File: config.mk
export PLATFORM = sky130hd
export DESIGN_NAME = square_channel_ctrl
export DESIGN_NICKNAME = d
export VERILOG_FILES = /design/src/rtl/square_ctrl_pkg.sv /design/src/rtl/apu_frame_sequencer.sv /design/src/rtl/square_channel_ctrl.sv
export SDC_FILE = /design/constraint.sdc
export NUM_CORES = 1
export LEC_CHECK = 0
export CAP_MARGIN = 20
export CORE_ASPECT_RATIO = 1.2
export CORE_MARGIN = 2
export CORE_UTILIZATION = 45
export DETAILED_ROUTE_END_ITERATION = 8
export PLACE_DENSITY_LB_ADDON = 0.2
export REMOVE_ABC_BUFFERS = 1
export SKIP_LAST_GASP = 1
export SLEW_MARGIN = 20
export SYNTH_ARGS = -nofsm -noshare
export SYNTH_HDL_FRONTEND = slang
export SYNTH_SLANG_ARGS = --single-unit
File: constraint.sdc
create_clock -name system_clock -period 1.7 [get_ports system_clock]
set_input_delay 0.34 -clock system_clock [delete_from_list [all_inputs] [get_ports system_clock]]
set_output_delay 0.34 -clock system_clock [all_outputs]
set_load 0.1 [all_outputs]
File: src/rtl/square_ctrl_pkg.sv
// Shared constants, register addresses and sweep arithmetic for the
// square-channel control slice.
package square_ctrl_pkg;

    typedef enum logic [2:0] {
        NRX1 = 3'd0,
        NRX2 = 3'd1,
        NRX3 = 3'd2,
        NRX4 = 3'd3,
        NRX0 = 3'd4
    } reg_addr_e;

    localparam logic [6:0] LEN_MAX     = 7'd64;
    localparam logic [3:0] ENV_MAX     = 4'd15;
    localparam logic [7:0] LEN_STEPS   = 8'b0101_0101;
    localparam logic [7:0] SWEEP_STEPS = 8'b0100_0100;
    localparam logic [7:0] ENV_STEPS   = 8'b1000_0000;

    // Bit 11 of the result is the overflow flag (result > 2047).
    function automatic logic [11:0] sweep_calc(input logic [10:0] shadow,
                                               input logic [2:0]  shift,
                                               input logic        neg);
        logic [11:0] base;
        logic [11:0] delta;
        base  = {1'b0, shadow};
        delta = {1'b0, shadow >> shift};
        return neg ? (base - delta) : (base + delta);
    endfunction

endpackage

File: src/rtl/apu_frame_sequencer.sv
// Frame sequencer: clock divider plus 3-bit step counter; emits the
// per-step length/sweep/envelope tick pulses. Shareable across channels.
module apu_frame_sequencer
    import square_ctrl_pkg::*;
#(
    parameter int CLK_DIV = 8192
) (
    input  logic       system_clock,
    input  logic       reset,
    output logic       length_tick,
    output logic       sweep_tick,
    output logic       env_tick,
    output logic [2:0] seq_step
);

    localparam int DIV_W = $clog2(CLK_DIV);
    localparam logic [DIV_W-1:0] DIV_LAST = DIV_W'(CLK_DIV - 1);

    logic [DIV_W-1:0] divider;
    logic [2:0]       step_nxt;

    assign step_nxt = seq_step + 3'd1;

    // NOTE: sequential state uses non-blocking assignments so every register
    // samples pre-edge values regardless of statement order.
    always_ff @(posedge system_clock or posedge reset) begin
        if (reset) begin
            divider     <= '0;
            seq_step    <= 3'd0;
            length_tick <= 1'b0;
            sweep_tick  <= 1'b0;
            env_tick    <= 1'b0;
        end else if (divider == DIV_LAST) begin
            // Ticks belong to the step being entered and last one cycle.
            divider     <= '0;
            seq_step    <= step_nxt;
            length_tick <= LEN_STEPS[step_nxt];
            sweep_tick  <= SWEEP_STEPS[step_nxt];
            env_tick    <= ENV_STEPS[step_nxt];
        end else begin
            divider     <= divider + DIV_W'(1);
            length_tick <= 1'b0;
            sweep_tick  <= 1'b0;
            env_tick    <= 1'b0;
        end
    end

endmodule

File: src/rtl/square_channel_ctrl.sv
// Control/sequencing for one square-wave channel: register file, length,
// envelope, trigger. Optional frequency sweep under SQUARE_CTRL_SWEEP_EN.
module square_channel_ctrl
    import square_ctrl_pkg::*;
#(
    parameter int CLK_DIV = 8192
) (
    input  logic        system_clock,
    input  logic        reset,
    input  logic        wr_en,
    input  logic [2:0]  wr_addr,
    input  logic [7:0]  wr_data,
    output logic [1:0]  duty,
    output logic [10:0] freq,
    output logic [3:0]  volume,
    output logic        channel_on,
    output logic        phase_reset,
    output logic [2:0]  seq_step
);

    logic        length_tick, sweep_tick, env_tick;
    logic        w_nrx1, w_nrx2, w_nrx3, w_nrx4, trig;
    logic        len_en, len_en_nxt, len_dec;
    logic [6:0]  len_cnt;
    logic [3:0]  env_init, env_timer;
    logic        env_dir, env_dir_nxt, dac_on;
    logic [2:0]  env_period, env_period_nxt;
    logic [10:0] freq_nxt;
    logic        sw_load, sw_kill, sw_trig_kill;
    logic [10:0] sw_freq;

    apu_frame_sequencer #(.CLK_DIV(CLK_DIV)) u_seq (
        .system_clock (system_clock),
        .reset        (reset),
        .length_tick  (length_tick),
        .sweep_tick   (sweep_tick),
        .env_tick     (env_tick),
        .seq_step     (seq_step)
    );

    // The *_nxt values are the register fields with this cycle's write
    // applied, so any tick in the same cycle sees the written value.
    // NOTE: every always_comb output gets a default first so no latch is inferred.
    always_comb begin
        w_nrx1         = wr_en && (wr_addr == NRX1);
        w_nrx2         = wr_en && (wr_addr == NRX2);
        w_nrx3         = wr_en && (wr_addr == NRX3);
        w_nrx4         = wr_en && (wr_addr == NRX4);
        trig           = w_nrx4 && wr_data[7];
        len_en_nxt     = w_nrx4 ? wr_data[6] : len_en;
        env_period_nxt = w_nrx2 ? wr_data[2:0] : env_period;
        env_dir_nxt    = w_nrx2 ? wr_data[3] : env_dir;
        dac_on         = (env_init != 4'd0) || env_dir;
        freq_nxt       = freq;
        if (w_nrx3) freq_nxt[7:0]  = wr_data;
        if (w_nrx4) freq_nxt[10:8] = wr_data[2:0];
        len_dec = length_tick && len_en_nxt && (len_cnt != 7'd0) && !trig && !w_nrx1;
    end

`ifdef SQUARE_CTRL_SWEEP_EN
    logic        w_nrx0, sw_neg, sw_fire;
    logic [2:0]  sw_period, sw_shift;
    logic [3:0]  sw_timer;
    logic [10:0] shadow;
    logic [11:0] trig_calc, sw_new, sw_recheck;

    always_comb begin
        w_nrx0       = wr_en && (wr_addr == NRX0);
        trig_calc    = sweep_calc(freq_nxt, sw_shift, sw_neg);
        sw_trig_kill = (sw_shift != 3'd0) && trig_calc[11];
        sw_fire      = sweep_tick && !trig && (sw_timer <= 4'd1) && (sw_period != 3'd0);
        sw_new       = sweep_calc(shadow, sw_shift, sw_neg);
        sw_recheck   = sweep_calc(sw_new[10:0], sw_shift, sw_neg);
        sw_load      = sw_fire && !sw_new[11] && (sw_shift != 3'd0);
        sw_kill      = sw_fire && (sw_new[11] || (sw_load && sw_recheck[11]));
        sw_freq      = sw_new[10:0];
    end

    always_ff @(posedge system_clock or posedge reset) begin
        if (reset) begin
            sw_period <= 3'd0;
            sw_neg    <= 1'b0;
            sw_shift  <= 3'd0;
            sw_timer  <= 4'd0;
            shadow    <= 11'd0;
        end else begin
            if (w_nrx0) {sw_period, sw_neg, sw_shift} <= wr_data[6:0];
            if (trig) begin
                shadow   <= freq_nxt;
                sw_timer <= (sw_period == 3'd0) ? 4'd8 : {1'b0, sw_period};
            end else if (sweep_tick) begin
                if (sw_timer <= 4'd1)
                    sw_timer <= (sw_period == 3'd0) ? 4'd8 : {1'b0, sw_period};
                else
                    sw_timer <= sw_timer - 4'd1;
                if (sw_load) shadow <= sw_new[10:0];
            end
        end
    end
`else
    logic sweep_unused;
    assign sweep_unused = sweep_tick;
    assign sw_load      = 1'b0;
    assign sw_kill      = 1'b0;
    assign sw_trig_kill = 1'b0;
    assign sw_freq      = 11'd0;
`endif

    always_ff @(posedge system_clock or posedge reset) begin
        if (reset) begin
            duty        <= 2'd0;
            freq        <= 11'd0;
            volume      <= 4'd0;
            channel_on  <= 1'b0;
            phase_reset <= 1'b0;
            len_cnt     <= 7'd0;
            len_en      <= 1'b0;
            env_init    <= 4'd0;
            env_dir     <= 1'b0;
            env_period  <= 3'd0;
            env_timer   <= 4'd0;
        end else begin
            phase_reset <= trig;
            freq        <= sw_load ? sw_freq : freq_nxt;
            len_en      <= len_en_nxt;
            env_period  <= env_period_nxt;
            env_dir     <= env_dir_nxt;
            if (w_nrx1) begin
                duty    <= wr_data[7:6];
                len_cnt <= LEN_MAX - {1'b0, wr_data[5:0]};
            end
            if (w_nrx2) begin
                env_init <= wr_data[7:4];
                if (wr_data[7:3] == 5'd0) channel_on <= 1'b0;
            end
            if (trig) begin
                channel_on <= dac_on && !sw_trig_kill;
                if (len_cnt == 7'd0) len_cnt <= LEN_MAX;
                volume    <= env_init;
                env_timer <= (env_period == 3'd0) ? 4'd8 : {1'b0, env_period};
            end else begin
                if (len_dec) begin
                    len_cnt <= len_cnt - 7'd1;
                    if (len_cnt == 7'd1) channel_on <= 1'b0;
                end
                if (env_tick && (env_period_nxt != 3'd0)) begin
                    if (env_timer <= 4'd1) begin
                        env_timer <= {1'b0, env_period_nxt};
                        if (env_dir_nxt && (volume != ENV_MAX))
                            volume <= volume + 4'd1;
                        else if (!env_dir_nxt && (volume != 4'd0))
                            volume <= volume - 4'd1;
                    end else begin
                        env_timer <= env_timer - 4'd1;
                    end
                end
                if (sw_kill) channel_on <= 1'b0;
            end
        end
    end

endmodule

==> results.cfg <==
[outcome]
outcome = finished with violations
violations = setup timing

[timing]
slew_headroom_pct = 71.6
setup_slack_ns = -0.255
setup_tns_ns = -2.10
rsz0062_at_grt = true
finClkSkew_ns = 0.00916
drv_slew = 0
hold_violations = 0
setup_viol = 12
holdWs_ns = 0.382
post-route-period-util_pct = 115
fmax_mhz = 512
min_period_ns = 1.95
worst_pin_slew_ns = 0.423

[global_routing]
use_met2_pct = 38.2
grt_pass1_vias = 2628
gr-usage-met1_pct = 26.7
grt_max_degree = 58
grt_use_met3_pct = 5.35
grt_overflow = 0
grt_pass1_wl_mm = 12.7
busiest_layer = met2
antenna_found_initial = 0
grt_util_all_layers_pct = 22.3

[die]
fp.dieW_um = 79.7
initial_core_util_pct = 45.9
dieArea_um2 = 7550
num_io_pins = 36
rows = 33
die_h_um = 94.8
core-area_um2 = 6730

[clocking]
holdBufCountCts = 0
clockBufferDepth = 2
cts_tree = done
insertion_delay_ns = 0.33
cts-root-buf = clkbuf_8
cts_buffers = 9
htree_levels = 3
clock-sinks = 57
clk_pin_slew_worst_paths_ns = 0.07

[setup_path]
path_cells = buf_6, and4bb_4, mux2i_4, inv_2, nand2_4, buf_6, buf_6, fa_2, a221o_1
cp_data_arrival_time_ns = 2.17
crit_fanout = 2
reg2reg_to = len_cnt[3]$_DFF_PP0_
start_kind = input pin
cp_data_required_time_ns = 1.91
max_stage_delay_ns = 0.42
reg2regPathDepth = 5
crit_top_cell = buf_6
r2r_start = len_cnt[5]$_DFF_PP0_
end_kind = flip-flop
slowest_stage = fa_2
timing.critical_path.buf_inv = 4
crit_type = in -> reg
crit_family = simple AND/OR/NAND/NOR gates
rrSetupSlack_ns = -0.23

[pwr]
power_density_nw_per_um2 = 1270
max-vdd-ir-drop_uv = 734
power.leakage_nw = 2.08

[placement]
dp_hpwl_mm = 5.42
place_ws_ns = -0.981
port_buffers = 35
dpl.cell_count = 462
routabilityCongestion = 0.868

[cells_and_area]
final_util_pct = 70.2
area_growth_pct = 52.9
fin_cells = 487
drive_above_1_share_pct = 44.5
fillerInstances = 482
nets = 421
num_antenna_cells = 0
final_common_cell = buf_4
layout_common_cells = buf_4 (63), dfrtp_1 (56), nand2_1 (23), buf_12 (23), nor2_1 (21)

[logic_synthesis]
async_flop_share_pct = 100
synth.ff_latch_count = 57
syn-cell-area_um2 = 3090
synthesis.instances = 284
synthFlopType = dfrtp_1
synth_warnings = 0
synth_cell_types = 56
synth-seq-area-share_pct = 46.1
avgSynthCellArea_um2 = 10.9
synth_edf_count = 0

[route]
drt_pre_antenna_iters = 4
drc = 0
vias = 2589
viasPerCell = 5.32
drt_iter0_markers = 131
wl_per_cell_um = 16.1
ant_nets = 0
drt_wl_total_mm = 7.86

[run]
max-cap-violations = 0

[min_path]
hp-class = in -> async
cell families (layout without fill, tap and decap cells):
kind of cell | after synthesis | count (layout) | synth area share (%)
and+or+nand+nor | 109 | 109 | 19.5
DFF | 57 | 57 | 46.1
AOI/OAI and AO/OA | 41 | 41 | 10.3
muxes | 27 | 27 | 11.0
xor gates and xnor gates | 19 | 19 | 5.38
buffers and inverters | 19 | 135 | 2.59
adders and majority gates | 12 | 12 | 5.10
cells in the mapped netlist (2+ instances only):
cell type  count  area (um2)
o21ai_0        6        30.0
mux2i_1        5        50.1
and4_1         5        43.8
mux2i_4        3        67.6
nor3_1        10        50.1
or3_1          5        31.3
o21ai_2        3        26.3
a211oi_1       6        45.0
o311a_2        2        22.5
ha_1          11         138
inv_1         13        48.8
nand4b_1       2        17.5
xor2_1         5        43.8
and3_1         2        12.5
nor2_1        21        78.8
mux2_2        17         191
nand2b_1       3        18.8
nand2_1       25        93.8
a21oi_1        9        45.0
dfrtp_1       57        1430
xnor2_1       14         123
nor4_1         2        12.5
o31ai_1        2        15.0
or4_4          2        22.5
and2_1         2        12.5
nor2b_1        3        18.8
nand4_1        6        37.5
nand3_1       12        60.1
mux2_4         2        30.0
clkbuf_1       3        11.3
registers in the layout, summed over array words and instances, names as in the netlist:
register / cells
env_timer: 4
volume: 4
len_cnt: 7
env_dir: 1
u_seq.seq_step: 3
freq: 11
len_en: 1
env_period: 3
channel_on: 1
phase_reset: 1
u_seq.divider: 13
u_seq.env_tick: 1
duty: 2
u_seq.length_tick: 1
env_init: 4
power by group:
part / internal, W / switching, W
Sequential: 0.00156 / 0.000197
Clock: 0.00101 / 0.000553
Combinational: 0.00118 / 0.00149
final cells by class:
type                            count  area, um2  area share, %
Multi-Input combinational cell    208       1770           37.5
Inverter                           14       52.6           1.11
Sequential cell                    57       1430           30.2
Timing Repair Buffer              105       1120           23.7
Clock inverter                      5        103           2.17
Clock buffer                       11        141           2.99
Tap cell                           87        109           2.30
stage by stage:
step           total power (W)  area (um2)
2_1_floorplan          0.00309        3060
3_3_place_gp           0.00403        4210
3_5_place_dp           0.00410        4210
4_1_cts                0.00581        4560
5_1_grt                0.00624        4730
6_report               0.00599        4730
repair_timing:
action | in CTS | in global routing
buffers inserted | 3 | 6
resized for setup | 38 | 27
hold endpoints to repair | 0 | 0
endpoints found under the setup margin | 16 | 25
pin swaps | 14 | 19
worst min-delay path: stages:
cell and delay, ns:
clkdlybuf4s50_1 0.41, inv_2 0.07, buf_12 0.28
per-layer routing:
layer	share of wire, %	wire, um	vias to the layer above
met3	2.9	227	20
met1	43	3360	1271
met4	2.5	193	0
met5	0	0	-
met2	52	4080	45
li1	-	-	1253
worst max path at each step:
stage                               start                     to  slack (ns)  cells after the start
finish                         wr_addr[2]  volume[1]$_DFFE_PP0P_       -0.25                      9
global route                   wr_addr[2]  volume[3]$_DFFE_PP0P_       -0.30                     12
CTS                  len_cnt[5]$_DFF_PP0_   len_cnt[3]$_DFF_PP0_       -0.23                      5
detailed placement             wr_addr[2]  volume[3]$_DFFE_PP0P_       -0.98                     11
global placement               wr_addr[2]  volume[3]$_DFFE_PP0P_       -0.90                     11
floorplan           volume[0]$_DFFE_PP0P_  volume[3]$_DFFE_PP0P_       -0.79                      8
No activity file was read; power rests on OpenSTA's default activity.
